==> src/rtl/axi_burst_pkg.sv <==
// Shared types and constants for the AXI4 burst master.
// Latency: n/a (declarations only).
// Backpressure: n/a.
package axi_burst_pkg;

    // One-hot so every bus VALID/READY decodes straight from a single state flop.
    typedef enum logic [7:0] {
        ST_IDLE    = 8'b0000_0001,
        ST_CHECK   = 8'b0000_0010,
        ST_WR_ADDR = 8'b0000_0100,
        ST_WR_DATA = 8'b0000_1000,
        ST_WR_RESP = 8'b0001_0000,
        ST_RD_ADDR = 8'b0010_0000,
        ST_RD_DATA = 8'b0100_0000,
        ST_DONE    = 8'b1000_0000
    } state_t;

    localparam logic [1:0] BURST_INCR  = 2'b01;
    localparam logic [1:0] RESP_OKAY   = 2'b00;
    localparam int         BOUNDARY_4K = 12;

    // Ceiling log2; used with power-of-two byte counts to get AxSIZE.
    function automatic int clogb2(input int value);
        int r;
        r = 0;
        for (int i = 0; i < 31; i++) begin
            if ((32'sd1 <<< i) < value) begin
                r = i + 1;
            end
        end
        return r;
    endfunction

endpackage

==> src/rtl/axi_burst_master_if.sv <==
// AXI4 full bus bundle (AW/W/B/AR/R) between the burst master and a slave.
// Latency: n/a (wires only).
// Backpressure: standard AXI VALID/READY on every channel.
// Ports: master modport drives AW/W/AR channels and B/R READY; slave modport the reverse.
interface axi_burst_master_if #(
    parameter int ID_WIDTH   = 1,
    parameter int ADDR_WIDTH = 32,
    parameter int DATA_WIDTH = 32
);
    logic [ID_WIDTH-1:0]     M_AXI_AWID;
    logic [ADDR_WIDTH-1:0]   M_AXI_AWADDR;
    logic [7:0]              M_AXI_AWLEN;
    logic [2:0]              M_AXI_AWSIZE;
    logic [1:0]              M_AXI_AWBURST;
    logic                    M_AXI_AWVALID;
    logic                    M_AXI_AWREADY;

    logic [DATA_WIDTH-1:0]   M_AXI_WDATA;
    logic [DATA_WIDTH/8-1:0] M_AXI_WSTRB;
    logic                    M_AXI_WLAST;
    logic                    M_AXI_WVALID;
    logic                    M_AXI_WREADY;

    logic [1:0]              M_AXI_BRESP;
    logic                    M_AXI_BVALID;
    logic                    M_AXI_BREADY;

    logic [ID_WIDTH-1:0]     M_AXI_ARID;
    logic [ADDR_WIDTH-1:0]   M_AXI_ARADDR;
    logic [7:0]              M_AXI_ARLEN;
    logic [2:0]              M_AXI_ARSIZE;
    logic [1:0]              M_AXI_ARBURST;
    logic                    M_AXI_ARVALID;
    logic                    M_AXI_ARREADY;

    logic [DATA_WIDTH-1:0]   M_AXI_RDATA;
    logic [1:0]              M_AXI_RRESP;
    logic                    M_AXI_RLAST;
    logic                    M_AXI_RVALID;
    logic                    M_AXI_RREADY;

    modport master (
        output M_AXI_AWID, M_AXI_AWADDR, M_AXI_AWLEN, M_AXI_AWSIZE, M_AXI_AWBURST, M_AXI_AWVALID,
        input  M_AXI_AWREADY,
        output M_AXI_WDATA, M_AXI_WSTRB, M_AXI_WLAST, M_AXI_WVALID,
        input  M_AXI_WREADY,
        input  M_AXI_BRESP, M_AXI_BVALID,
        output M_AXI_BREADY,
        output M_AXI_ARID, M_AXI_ARADDR, M_AXI_ARLEN, M_AXI_ARSIZE, M_AXI_ARBURST, M_AXI_ARVALID,
        input  M_AXI_ARREADY,
        input  M_AXI_RDATA, M_AXI_RRESP, M_AXI_RLAST, M_AXI_RVALID,
        output M_AXI_RREADY
    );

    modport slave (
        input  M_AXI_AWID, M_AXI_AWADDR, M_AXI_AWLEN, M_AXI_AWSIZE, M_AXI_AWBURST, M_AXI_AWVALID,
        output M_AXI_AWREADY,
        input  M_AXI_WDATA, M_AXI_WSTRB, M_AXI_WLAST, M_AXI_WVALID,
        output M_AXI_WREADY,
        output M_AXI_BRESP, M_AXI_BVALID,
        input  M_AXI_BREADY,
        input  M_AXI_ARID, M_AXI_ARADDR, M_AXI_ARLEN, M_AXI_ARSIZE, M_AXI_ARBURST, M_AXI_ARVALID,
        output M_AXI_ARREADY,
        output M_AXI_RDATA, M_AXI_RRESP, M_AXI_RLAST, M_AXI_RVALID,
        input  M_AXI_RREADY
    );

endinterface

==> src/rtl/axi_burst_pattern.sv <==
// Beat counter and incrementing data pattern (seed + i) shared by the W and R paths.
// Latency: pattern word valid the cycle after load; advances one word per accepted beat.
// Backpressure: holds data/last while beat is low.
// Ports: load/seed restart the pattern, beat advances it, data is the current word,
//        last flags beat index == len.
module axi_burst_pattern #(
    parameter int DATA_WIDTH = 32
) (
    input  logic                  M_AXI_ACLK,
    input  logic                  M_AXI_ARESETN,
    input  logic                  load,
    input  logic [DATA_WIDTH-1:0] seed,
    input  logic [7:0]            len,
    input  logic                  beat,
    output logic [DATA_WIDTH-1:0] data,
    output logic                  last
);

    logic [7:0]            cnt_q;
    logic [DATA_WIDTH-1:0] data_q;

    // The running word is kept as a register rather than seed+cnt so no wide adder
    // sits on the counter output; wrap modulo 2^DATA_WIDTH is natural.
    always_ff @(posedge M_AXI_ACLK or negedge M_AXI_ARESETN) begin
        if (!M_AXI_ARESETN) begin
            cnt_q  <= '0;
            data_q <= '0;
        end else if (load) begin
            cnt_q  <= '0;
            data_q <= seed;
        end else if (beat) begin
            cnt_q  <= cnt_q + 8'd1;
            data_q <= data_q + DATA_WIDTH'(1);
        end
    end

    assign data = data_q;
    assign last = (cnt_q == len);

endmodule

==> src/rtl/axi_burst_master.sv <==
// AXI4 master running one INCR burst per command: writes seed+i, or reads and compares to seed+i.
// Latency: done 2 cycles after accept on a 4KB reject; otherwise bus-limited, 1 idle cycle between commands.
// Backpressure: cmd_ready only in IDLE; VALIDs held until READY; W stream stalls cleanly on WREADY.
// Ports: M_AXI_ACLK/M_AXI_ARESETN; cmd_* command port; done/done_err/mismatch_cnt status;
//        m_axi AXI4 master bus.
module axi_burst_master
    import axi_burst_pkg::*;
#(
    parameter     C_M_TARGET_SLAVE_BASE_ADDR = 32'h40000000,
    parameter int C_M_AXI_ID_WIDTH           = 1,
    parameter int C_M_AXI_ADDR_WIDTH         = 32,
    parameter int C_M_AXI_DATA_WIDTH         = 32,
    parameter int C_MISMATCH_W               = 16
) (
    input  logic                          M_AXI_ACLK,
    input  logic                          M_AXI_ARESETN,
    input  logic                          cmd_valid,
    output logic                          cmd_ready,
    input  logic                          cmd_write,
    input  logic [C_M_AXI_ADDR_WIDTH-1:0] cmd_addr,
    input  logic [7:0]                    cmd_len,
    input  logic [C_M_AXI_DATA_WIDTH-1:0] cmd_seed,
    output logic                          done,
    output logic                          done_err,
    output logic [C_MISMATCH_W-1:0]       mismatch_cnt,
    axi_burst_master_if.master            m_axi
);

    localparam int AW        = C_M_AXI_ADDR_WIDTH;
    localparam int DW        = C_M_AXI_DATA_WIDTH;
    localparam int BYTES     = DW / 8;
    localparam int AXI_SIZE  = clogb2(BYTES);
    localparam logic [AW-1:0] ALIGN_MASK = ~AW'(BYTES - 1);
    localparam logic [AW-1:0] BASE_ADDR  = AW'(C_M_TARGET_SLAVE_BASE_ADDR);

    state_t                  state_q, state_d;
    logic [AW-1:0]           addr_q;
    logic [7:0]              len_q;
    logic                    write_q;
    logic                    err_q;
    logic [C_MISMATCH_W-1:0] mm_q;

    logic          load, beat;
    logic          aw_vld, w_vld, b_rdy, ar_vld, r_rdy;
    logic          b_hs, r_hs;
    logic [DW-1:0] pat_data;
    logic          pat_last;
    logic [AW-1:0] burst_bytes, end_addr;
    logic          cross_4k;

    axi_burst_pattern #(.DATA_WIDTH(DW)) u_pattern (
        .M_AXI_ACLK    (M_AXI_ACLK),
        .M_AXI_ARESETN (M_AXI_ARESETN),
        .load          (load),
        .seed          (cmd_seed),
        .len           (len_q),
        .beat          (beat),
        .data          (pat_data),
        .last          (pat_last)
    );

    // Last byte touched by the burst; a change in the bits above the 4KB page
    // offset means the burst would cross a page, which AXI forbids.
    assign burst_bytes = (AW'(len_q) + AW'(1)) << AXI_SIZE;
    assign end_addr    = addr_q + burst_bytes - AW'(1);
    assign cross_4k    = (end_addr[AW-1:BOUNDARY_4K] != addr_q[AW-1:BOUNDARY_4K]);

    assign b_hs = b_rdy && m_axi.M_AXI_BVALID;
    assign r_hs = r_rdy && m_axi.M_AXI_RVALID;

    always_ff @(posedge M_AXI_ACLK or negedge M_AXI_ARESETN) begin
        if (!M_AXI_ARESETN) begin
            state_q <= ST_IDLE;
        end else begin
            state_q <= state_d;
        end
    end

    always_comb begin
        state_d   = state_q;
        cmd_ready = 1'b0;
        load      = 1'b0;
        beat      = 1'b0;
        aw_vld    = 1'b0;
        w_vld     = 1'b0;
        b_rdy     = 1'b0;
        ar_vld    = 1'b0;
        r_rdy     = 1'b0;
        done      = 1'b0;
        case (state_q)
            ST_IDLE: begin
                cmd_ready = 1'b1;
                if (cmd_valid) begin
                    load    = 1'b1;
                    state_d = ST_CHECK;
                end
            end
            ST_CHECK: begin
                if (cross_4k)     state_d = ST_DONE;
                else if (write_q) state_d = ST_WR_ADDR;
                else              state_d = ST_RD_ADDR;
            end
            ST_WR_ADDR: begin
                aw_vld = 1'b1;
                if (m_axi.M_AXI_AWREADY) state_d = ST_WR_DATA;
            end
            ST_WR_DATA: begin
                w_vld = 1'b1;
                beat  = m_axi.M_AXI_WREADY;
                if (m_axi.M_AXI_WREADY && pat_last) state_d = ST_WR_RESP;
            end
            ST_WR_RESP: begin
                b_rdy = 1'b1;
                if (m_axi.M_AXI_BVALID) state_d = ST_DONE;
            end
            ST_RD_ADDR: begin
                ar_vld = 1'b1;
                if (m_axi.M_AXI_ARREADY) state_d = ST_RD_DATA;
            end
            ST_RD_DATA: begin
                r_rdy = 1'b1;
                beat  = m_axi.M_AXI_RVALID;
                // Leave on RLAST even if early, or on the final beat if RLAST never comes.
                if (m_axi.M_AXI_RVALID && (m_axi.M_AXI_RLAST || pat_last)) state_d = ST_DONE;
            end
            ST_DONE: begin
                done    = 1'b1;
                state_d = ST_IDLE;
            end
            default: state_d = ST_IDLE;
        endcase
    end

    always_ff @(posedge M_AXI_ACLK or negedge M_AXI_ARESETN) begin
        if (!M_AXI_ARESETN) begin
            addr_q  <= '0;
            len_q   <= '0;
            write_q <= 1'b0;
            err_q   <= 1'b0;
            mm_q    <= '0;
        end else begin
            if (load) begin
                addr_q  <= BASE_ADDR + (cmd_addr & ALIGN_MASK);
                len_q   <= cmd_len;
                write_q <= cmd_write;
                err_q   <= 1'b0;
                mm_q    <= '0;
            end
            if (state_q == ST_CHECK && cross_4k) begin
                err_q <= 1'b1;
            end
            if (b_hs && m_axi.M_AXI_BRESP != RESP_OKAY) begin
                err_q <= 1'b1;
            end
            if (r_hs) begin
                // Sticky: any bad response or RLAST disagreeing with the beat count.
                if (m_axi.M_AXI_RRESP != RESP_OKAY || m_axi.M_AXI_RLAST != pat_last) begin
                    err_q <= 1'b1;
                end
                if (m_axi.M_AXI_RDATA != pat_data && mm_q != '1) begin
                    mm_q <= mm_q + C_MISMATCH_W'(1);
                end
            end
        end
    end

    assign done_err     = done && err_q;
    assign mismatch_cnt = mm_q;

    assign m_axi.M_AXI_AWID    = '0;
    assign m_axi.M_AXI_AWADDR  = addr_q;
    assign m_axi.M_AXI_AWLEN   = len_q;
    assign m_axi.M_AXI_AWSIZE  = 3'(AXI_SIZE);
    assign m_axi.M_AXI_AWBURST = BURST_INCR;
    assign m_axi.M_AXI_AWVALID = aw_vld;

    assign m_axi.M_AXI_WDATA   = pat_data;
    assign m_axi.M_AXI_WSTRB   = '1;
    assign m_axi.M_AXI_WLAST   = w_vld && pat_last;
    assign m_axi.M_AXI_WVALID  = w_vld;

    assign m_axi.M_AXI_BREADY  = b_rdy;

    assign m_axi.M_AXI_ARID    = '0;
    assign m_axi.M_AXI_ARADDR  = addr_q;
    assign m_axi.M_AXI_ARLEN   = len_q;
    assign m_axi.M_AXI_ARSIZE  = 3'(AXI_SIZE);
    assign m_axi.M_AXI_ARBURST = BURST_INCR;
    assign m_axi.M_AXI_ARVALID = ar_vld;

    assign m_axi.M_AXI_RREADY  = r_rdy;

endmodule
==> src/flat_wrapper.sv <==
// flat-port wrapper written by rule: the top's interface ports become plain ports
module axi_burst_master_flat import axi_burst_pkg::*;
#(
    parameter     C_M_TARGET_SLAVE_BASE_ADDR = 32'h40000000,
    parameter int C_M_AXI_ID_WIDTH           = 1,
    parameter int C_M_AXI_ADDR_WIDTH         = 32,
    parameter int C_M_AXI_DATA_WIDTH         = 32,
    parameter int C_MISMATCH_W               = 16
)
  (M_AXI_ACLK, M_AXI_ARESETN, cmd_valid, cmd_ready, cmd_write, cmd_addr, cmd_len, cmd_seed, done, done_err, mismatch_cnt, m_axi_M_AXI_AWID, m_axi_M_AXI_AWADDR, m_axi_M_AXI_AWLEN, m_axi_M_AXI_AWSIZE, m_axi_M_AXI_AWBURST, m_axi_M_AXI_AWVALID, m_axi_M_AXI_AWREADY, m_axi_M_AXI_WDATA, m_axi_M_AXI_WSTRB, m_axi_M_AXI_WLAST, m_axi_M_AXI_WVALID, m_axi_M_AXI_WREADY, m_axi_M_AXI_BRESP, m_axi_M_AXI_BVALID, m_axi_M_AXI_BREADY, m_axi_M_AXI_ARID, m_axi_M_AXI_ARADDR, m_axi_M_AXI_ARLEN, m_axi_M_AXI_ARSIZE, m_axi_M_AXI_ARBURST, m_axi_M_AXI_ARVALID, m_axi_M_AXI_ARREADY, m_axi_M_AXI_RDATA, m_axi_M_AXI_RRESP, m_axi_M_AXI_RLAST, m_axi_M_AXI_RVALID, m_axi_M_AXI_RREADY);
  axi_burst_master_if m_axi_i ();
  input  logic M_AXI_ACLK;
  input  logic M_AXI_ARESETN;
  input  logic cmd_valid;
  output logic cmd_ready;
  input  logic cmd_write;
  input  logic [C_M_AXI_ADDR_WIDTH-1:0] cmd_addr;
  input  logic [7:0] cmd_len;
  input  logic [C_M_AXI_DATA_WIDTH-1:0] cmd_seed;
  output logic done;
  output logic done_err;
  output logic [C_MISMATCH_W-1:0] mismatch_cnt;
  output wire logic [$bits(m_axi_i.M_AXI_AWID)-1:0] m_axi_M_AXI_AWID;
  output wire logic [$bits(m_axi_i.M_AXI_AWADDR)-1:0] m_axi_M_AXI_AWADDR;
  output wire logic [$bits(m_axi_i.M_AXI_AWLEN)-1:0] m_axi_M_AXI_AWLEN;
  output wire logic [$bits(m_axi_i.M_AXI_AWSIZE)-1:0] m_axi_M_AXI_AWSIZE;
  output wire logic [$bits(m_axi_i.M_AXI_AWBURST)-1:0] m_axi_M_AXI_AWBURST;
  output wire logic [$bits(m_axi_i.M_AXI_AWVALID)-1:0] m_axi_M_AXI_AWVALID;
  input wire logic [$bits(m_axi_i.M_AXI_AWREADY)-1:0] m_axi_M_AXI_AWREADY;
  output wire logic [$bits(m_axi_i.M_AXI_WDATA)-1:0] m_axi_M_AXI_WDATA;
  output wire logic [$bits(m_axi_i.M_AXI_WSTRB)-1:0] m_axi_M_AXI_WSTRB;
  output wire logic [$bits(m_axi_i.M_AXI_WLAST)-1:0] m_axi_M_AXI_WLAST;
  output wire logic [$bits(m_axi_i.M_AXI_WVALID)-1:0] m_axi_M_AXI_WVALID;
  input wire logic [$bits(m_axi_i.M_AXI_WREADY)-1:0] m_axi_M_AXI_WREADY;
  input wire logic [$bits(m_axi_i.M_AXI_BRESP)-1:0] m_axi_M_AXI_BRESP;
  input wire logic [$bits(m_axi_i.M_AXI_BVALID)-1:0] m_axi_M_AXI_BVALID;
  output wire logic [$bits(m_axi_i.M_AXI_BREADY)-1:0] m_axi_M_AXI_BREADY;
  output wire logic [$bits(m_axi_i.M_AXI_ARID)-1:0] m_axi_M_AXI_ARID;
  output wire logic [$bits(m_axi_i.M_AXI_ARADDR)-1:0] m_axi_M_AXI_ARADDR;
  output wire logic [$bits(m_axi_i.M_AXI_ARLEN)-1:0] m_axi_M_AXI_ARLEN;
  output wire logic [$bits(m_axi_i.M_AXI_ARSIZE)-1:0] m_axi_M_AXI_ARSIZE;
  output wire logic [$bits(m_axi_i.M_AXI_ARBURST)-1:0] m_axi_M_AXI_ARBURST;
  output wire logic [$bits(m_axi_i.M_AXI_ARVALID)-1:0] m_axi_M_AXI_ARVALID;
  input wire logic [$bits(m_axi_i.M_AXI_ARREADY)-1:0] m_axi_M_AXI_ARREADY;
  input wire logic [$bits(m_axi_i.M_AXI_RDATA)-1:0] m_axi_M_AXI_RDATA;
  input wire logic [$bits(m_axi_i.M_AXI_RRESP)-1:0] m_axi_M_AXI_RRESP;
  input wire logic [$bits(m_axi_i.M_AXI_RLAST)-1:0] m_axi_M_AXI_RLAST;
  input wire logic [$bits(m_axi_i.M_AXI_RVALID)-1:0] m_axi_M_AXI_RVALID;
  output wire logic [$bits(m_axi_i.M_AXI_RREADY)-1:0] m_axi_M_AXI_RREADY;
  assign m_axi_M_AXI_AWID = m_axi_i.M_AXI_AWID;
  assign m_axi_M_AXI_AWADDR = m_axi_i.M_AXI_AWADDR;
  assign m_axi_M_AXI_AWLEN = m_axi_i.M_AXI_AWLEN;
  assign m_axi_M_AXI_AWSIZE = m_axi_i.M_AXI_AWSIZE;
  assign m_axi_M_AXI_AWBURST = m_axi_i.M_AXI_AWBURST;
  assign m_axi_M_AXI_AWVALID = m_axi_i.M_AXI_AWVALID;
  assign m_axi_i.M_AXI_AWREADY = m_axi_M_AXI_AWREADY;
  assign m_axi_M_AXI_WDATA = m_axi_i.M_AXI_WDATA;
  assign m_axi_M_AXI_WSTRB = m_axi_i.M_AXI_WSTRB;
  assign m_axi_M_AXI_WLAST = m_axi_i.M_AXI_WLAST;
  assign m_axi_M_AXI_WVALID = m_axi_i.M_AXI_WVALID;
  assign m_axi_i.M_AXI_WREADY = m_axi_M_AXI_WREADY;
  assign m_axi_i.M_AXI_BRESP = m_axi_M_AXI_BRESP;
  assign m_axi_i.M_AXI_BVALID = m_axi_M_AXI_BVALID;
  assign m_axi_M_AXI_BREADY = m_axi_i.M_AXI_BREADY;
  assign m_axi_M_AXI_ARID = m_axi_i.M_AXI_ARID;
  assign m_axi_M_AXI_ARADDR = m_axi_i.M_AXI_ARADDR;
  assign m_axi_M_AXI_ARLEN = m_axi_i.M_AXI_ARLEN;
  assign m_axi_M_AXI_ARSIZE = m_axi_i.M_AXI_ARSIZE;
  assign m_axi_M_AXI_ARBURST = m_axi_i.M_AXI_ARBURST;
  assign m_axi_M_AXI_ARVALID = m_axi_i.M_AXI_ARVALID;
  assign m_axi_i.M_AXI_ARREADY = m_axi_M_AXI_ARREADY;
  assign m_axi_i.M_AXI_RDATA = m_axi_M_AXI_RDATA;
  assign m_axi_i.M_AXI_RRESP = m_axi_M_AXI_RRESP;
  assign m_axi_i.M_AXI_RLAST = m_axi_M_AXI_RLAST;
  assign m_axi_i.M_AXI_RVALID = m_axi_M_AXI_RVALID;
  assign m_axi_M_AXI_RREADY = m_axi_i.M_AXI_RREADY;
  axi_burst_master #(.C_M_TARGET_SLAVE_BASE_ADDR(C_M_TARGET_SLAVE_BASE_ADDR), .C_M_AXI_ID_WIDTH(C_M_AXI_ID_WIDTH), .C_M_AXI_ADDR_WIDTH(C_M_AXI_ADDR_WIDTH), .C_M_AXI_DATA_WIDTH(C_M_AXI_DATA_WIDTH), .C_MISMATCH_W(C_MISMATCH_W)) u_core (.M_AXI_ACLK(M_AXI_ACLK), .M_AXI_ARESETN(M_AXI_ARESETN), .cmd_valid(cmd_valid), .cmd_ready(cmd_ready), .cmd_write(cmd_write), .cmd_addr(cmd_addr), .cmd_len(cmd_len), .cmd_seed(cmd_seed), .done(done), .done_err(done_err), .mismatch_cnt(mismatch_cnt), .m_axi(m_axi_i));
endmodule
==> config.mk <==
export PLATFORM = sky130hd
export DESIGN_NAME = axi_burst_master_flat
export DESIGN_NICKNAME = d
export VERILOG_FILES = /design/src/rtl/axi_burst_pkg.sv /design/src/rtl/axi_burst_master_if.sv /design/src/rtl/axi_burst_pattern.sv /design/src/rtl/axi_burst_master.sv /design/src/flat_wrapper.sv
export SDC_FILE = /design/constraint.sdc
export NUM_CORES = 1
export LEC_CHECK = 0
export CAP_MARGIN = 20
export CORE_ASPECT_RATIO = 1.2
export CORE_MARGIN = 1
export CORE_UTILIZATION = 43
export DETAILED_ROUTE_END_ITERATION = 8
export HOLD_SLACK_MARGIN = 0.02
export PLACE_DENSITY = 0.79
export SETUP_SLACK_MARGIN = 0.02
export SYNTH_ARGS = -nofsm -noshare
export SYNTH_HDL_FRONTEND = slang
export SYNTH_HIERARCHICAL = 1
export SYNTH_SLANG_ARGS = --single-unit
==> constraint.sdc <==
create_clock -name M_AXI_ACLK -period 3.4 [get_ports M_AXI_ACLK]
set_clock_uncertainty 0.2 [all_clocks]
set_input_delay 0.68 -clock M_AXI_ACLK [delete_from_list [all_inputs] [get_ports M_AXI_ACLK]]
set_output_delay 0.68 -clock M_AXI_ACLK [all_outputs]
set_load 0.1 [all_outputs]
==> impl_metrics.toml <==
[placement]
placement.io_buffers = 248
placed_cells = 1445
gp_congestion = 0.9260
dp_hpwl_um = 19530

[synthesis]
synth_seq_cells = 104
avgSynthCellArea_sq_um = 8.129
synthTopCellsByArea = "dfrtp_1 (32%), xnor2_1 (7.3%), nand2_1 (6.7%)"
synthAdderAreaFrac = 0.06219
synthFlopType = "dfrtp_1"
syn_area_sq_um = 8048
synth_xor_area_frac = 0.1001
ys_async_sr_fraction = 1.000
yosysWarningCount = 6
synth.distinct_cells = 69
yosys.area_share.simple = 0.2313
synth-compound-area-share = 0.1608
synth-edff-count = 0
synth_top_family_by_area = "simple AND/OR/NAND/NOR gates"
synth.top_cell.area_share = 0.3203
synth_top_cell_by_area = "dfrtp_1"
muxShareOfSynthArea = 0.02006
ys_seq_area_frac = 0.3235
syn_inst = 990

[clock_network]
cts_tree = "yes"
cts_htree_levels = 3
cts.sinks = 104
cts_buffers = 9
clk_pin_slew_ps = 80
clk_path_buf_depth = 2
clk_latency_ps = 360
cts_hold_buf = 0
root_buffer = "clkbuf_16"

[layout]
fillCellCount = 1582
area_growth_pct = 40.42
multi_input_area_sq_um = 5044
nets = 1398
final_cells = 1469
drive_above_1_share = 0.2321
regArea_sq_um = 2623
antennaDiodeCount = 0

[grt]
track_usage = 0.2615
use_met2 = 0.4757
grt_max_degree = 74
grt_pass1_vias = 8164
use_met3 = 0.05845
overflow = 0
grt_use_met1 = 0.2801
grt_pass1_wl_um = 39920
grt_busiest_layer = "met2"
grt_antenna_before_repair = 1

[setup_path]
worstSetupPathType = "register to register"
crit_top_cell = "ha_1"
max_stage_delay_ps = 510
path_buf_inv = 3
path_max_fanout = 4
path_cells = "ha_4, buf_6, xnor2_2, ha_1, inv_1, ha_1, nand4b_1, o31ai_4, nor3_4, o31ai_2, mux2_4, nand4_1, nor4_2, buf_4, and2_1, a41o_1"
start_kind = "register"
slowest_stage = "dfrtp_4"
critPathRequiredTime_ps = 3450
critPathCaptureType = "register"
cp.arrival_ps = 3690
cp_top_family = "compound AO/OA/AOI/OAI gates"

[outcome]
violations = "negative setup slack"
status = "finished, violations left"

[floorplan]
die_y_um = 151.9
core_sq_um = 18240
die_w_um = 126.9
ios = 271
initial_core_util = 0.4412
die_area_sq_um = 19270
rows = 54

[timing]
max_slew_margin = 0.5851
setup_ws_ps = -248.6
maxSlewViolCount = 0
holdWs_ps = 114.3
rsz0062_at_grt = "yes"
report.final.hold_viol_count = 0
setup_violations = 11
period_share = 1.073
tightest_slew_ps = 622.4
fin_crit_ps = 3649
fmax_ghz = 0.2741

[detailed_routing]
ant_nets = 0
drc = 0
wl_per_cell_um = 17.24
viasPerCell = 5.492
vias = 8068
drtPass1Iterations = 5
drt_iter0_markers = 445
totalWireLength_um = 25320

[worst_hold_path]
min_path_type = "input pin to asynchronous set/reset pin"

[job]
maxCapViolCount = 0
cells by family (layout without fill, tap and decap cells):
logic type | after synthesis | count (layout)
simple gates | 370 | 370
compound gates | 211 | 211
buf+inv | 155 | 392
flops | 104 | 104
xor+xnor | 92 | 92
fa+ha+maj | 40 | 40
mux | 16 | 16
other cells | 2 | 20
area by class of cell:
| type | count | share of cell area |
|---|---|---|
| clock inverters | 7 | 0.007750 |
| clock buffers | 9 | 0.01993 |
| well taps | 224 | 0.02480 |
| inverters | 65 | 0.02214 |
| repair buffers | 311 | 0.2470 |
| flip-flops and latches | 104 | 0.2321 |
| multi-input cells | 749 | 0.4463 |
metrics by stage:
stage               utilization  setup WS [ps]  setup TNS, ps  cell area, sq um
floorplan                     -         -736.2         -15940              8310
global placement         0.5863         -252.8         -978.0             10700
detailed placement       0.5863         -302.5          -1359             10700
CTS                      0.6121         -224.6         -850.4             11170
global route             0.6195         -432.0          -2563             11300
finish                   0.6195         -248.6         -959.5             11300
state kept, by name (all words and copies together), names as in the netlist:
| signal | flops |
|---|---|
| u_core/u_pattern/cnt_q | 8 |
| u_core/err_q | 1 |
| u_core/state_q | 8 |
| u_core/m_axi.M_AXI_ARADDR | 30 |
| u_core/m_axi.M_AXI_ARLEN | 8 |
| u_core/write_q | 1 |
| u_core/u_pattern/data | 32 |
| u_core/mismatch_cnt | 16 |
worst paths after layout:
path,start,endpoint,slack (ps),cells past startpoint
worst max-delay path,u_core/m_axi.M_AXI_ARLEN[0],u_core/state_q[5],-250,16
worst min-delay path,M_AXI_ARESETN,u_core/m_axi.M_AXI_ARADDR[14],110,1
worst max register to register,u_core/m_axi.M_AXI_ARLEN[0],u_core/state_q[5],-250,16
worst min register to register,u_core/mismatch_cnt[15],u_core/mismatch_cnt[15],320,1
max in group asynchronous,M_AXI_ARESETN,u_core/m_axi.M_AXI_ARLEN[1],2140,2
min in group M_AXI_ACLK,u_core/mismatch_cnt[15],u_core/mismatch_cnt[15],320,1
cell usage after synthesis, types with 8 or more instances:
master    instances
o21ai_1          40
ha_1             40
nor3_1            9
and3_1           13
xor2_1           25
nor4_1            8
nor2_1           60
a31oi_1          16
nand2_1         143
o21ai_0          46
nand4_1          30
a21oi_1          38
buf_4            58
or3_1            13
o31ai_1          20
o211ai_1         10
mux2i_1          15
nor3b_1           8
clkbuf_1         24
or4_1            16
inv_1            63
dfrtp_1         103
xnor2_1          67
nand3_1          28
cell usage in the layout, fill, tap and decap left out, drive strengths merged, types with 15 or more instances in the layout:
master,instances
a21oi,38
a31oi,16
buf,197
clkdlybuf4s50,114
conb,20
dfrtp,103
ha,40
inv,67
mux2i,15
nand2,144
nand3,28
nand4,32
nor2,60
o21ai,86
o31ai,20
or4,17
xnor2,67
xor2,25
timing repair:
action / CTS / global route
cloned: 1 / 0
setup buffers: 9 / 1
resized for setup: 20 / 29
setup endpoints to repair: 13 / 28
pin swaps: 22 / 17
routing by layer:
layer / routed length [um] / vias to the layer above / share of wire
li1: - / 3911 / -
met1: 9514 / 3753 / 0.38
met2: 13090 / 331 / 0.52
met3: 1671 / 71 / 0.066
met4: 1028 / 2 / 0.041
met5: 12 / - / 0.00047
Power is not shown: default switching activity piles up to over one toggle a cycle in this logic, so the estimate is an artifact.
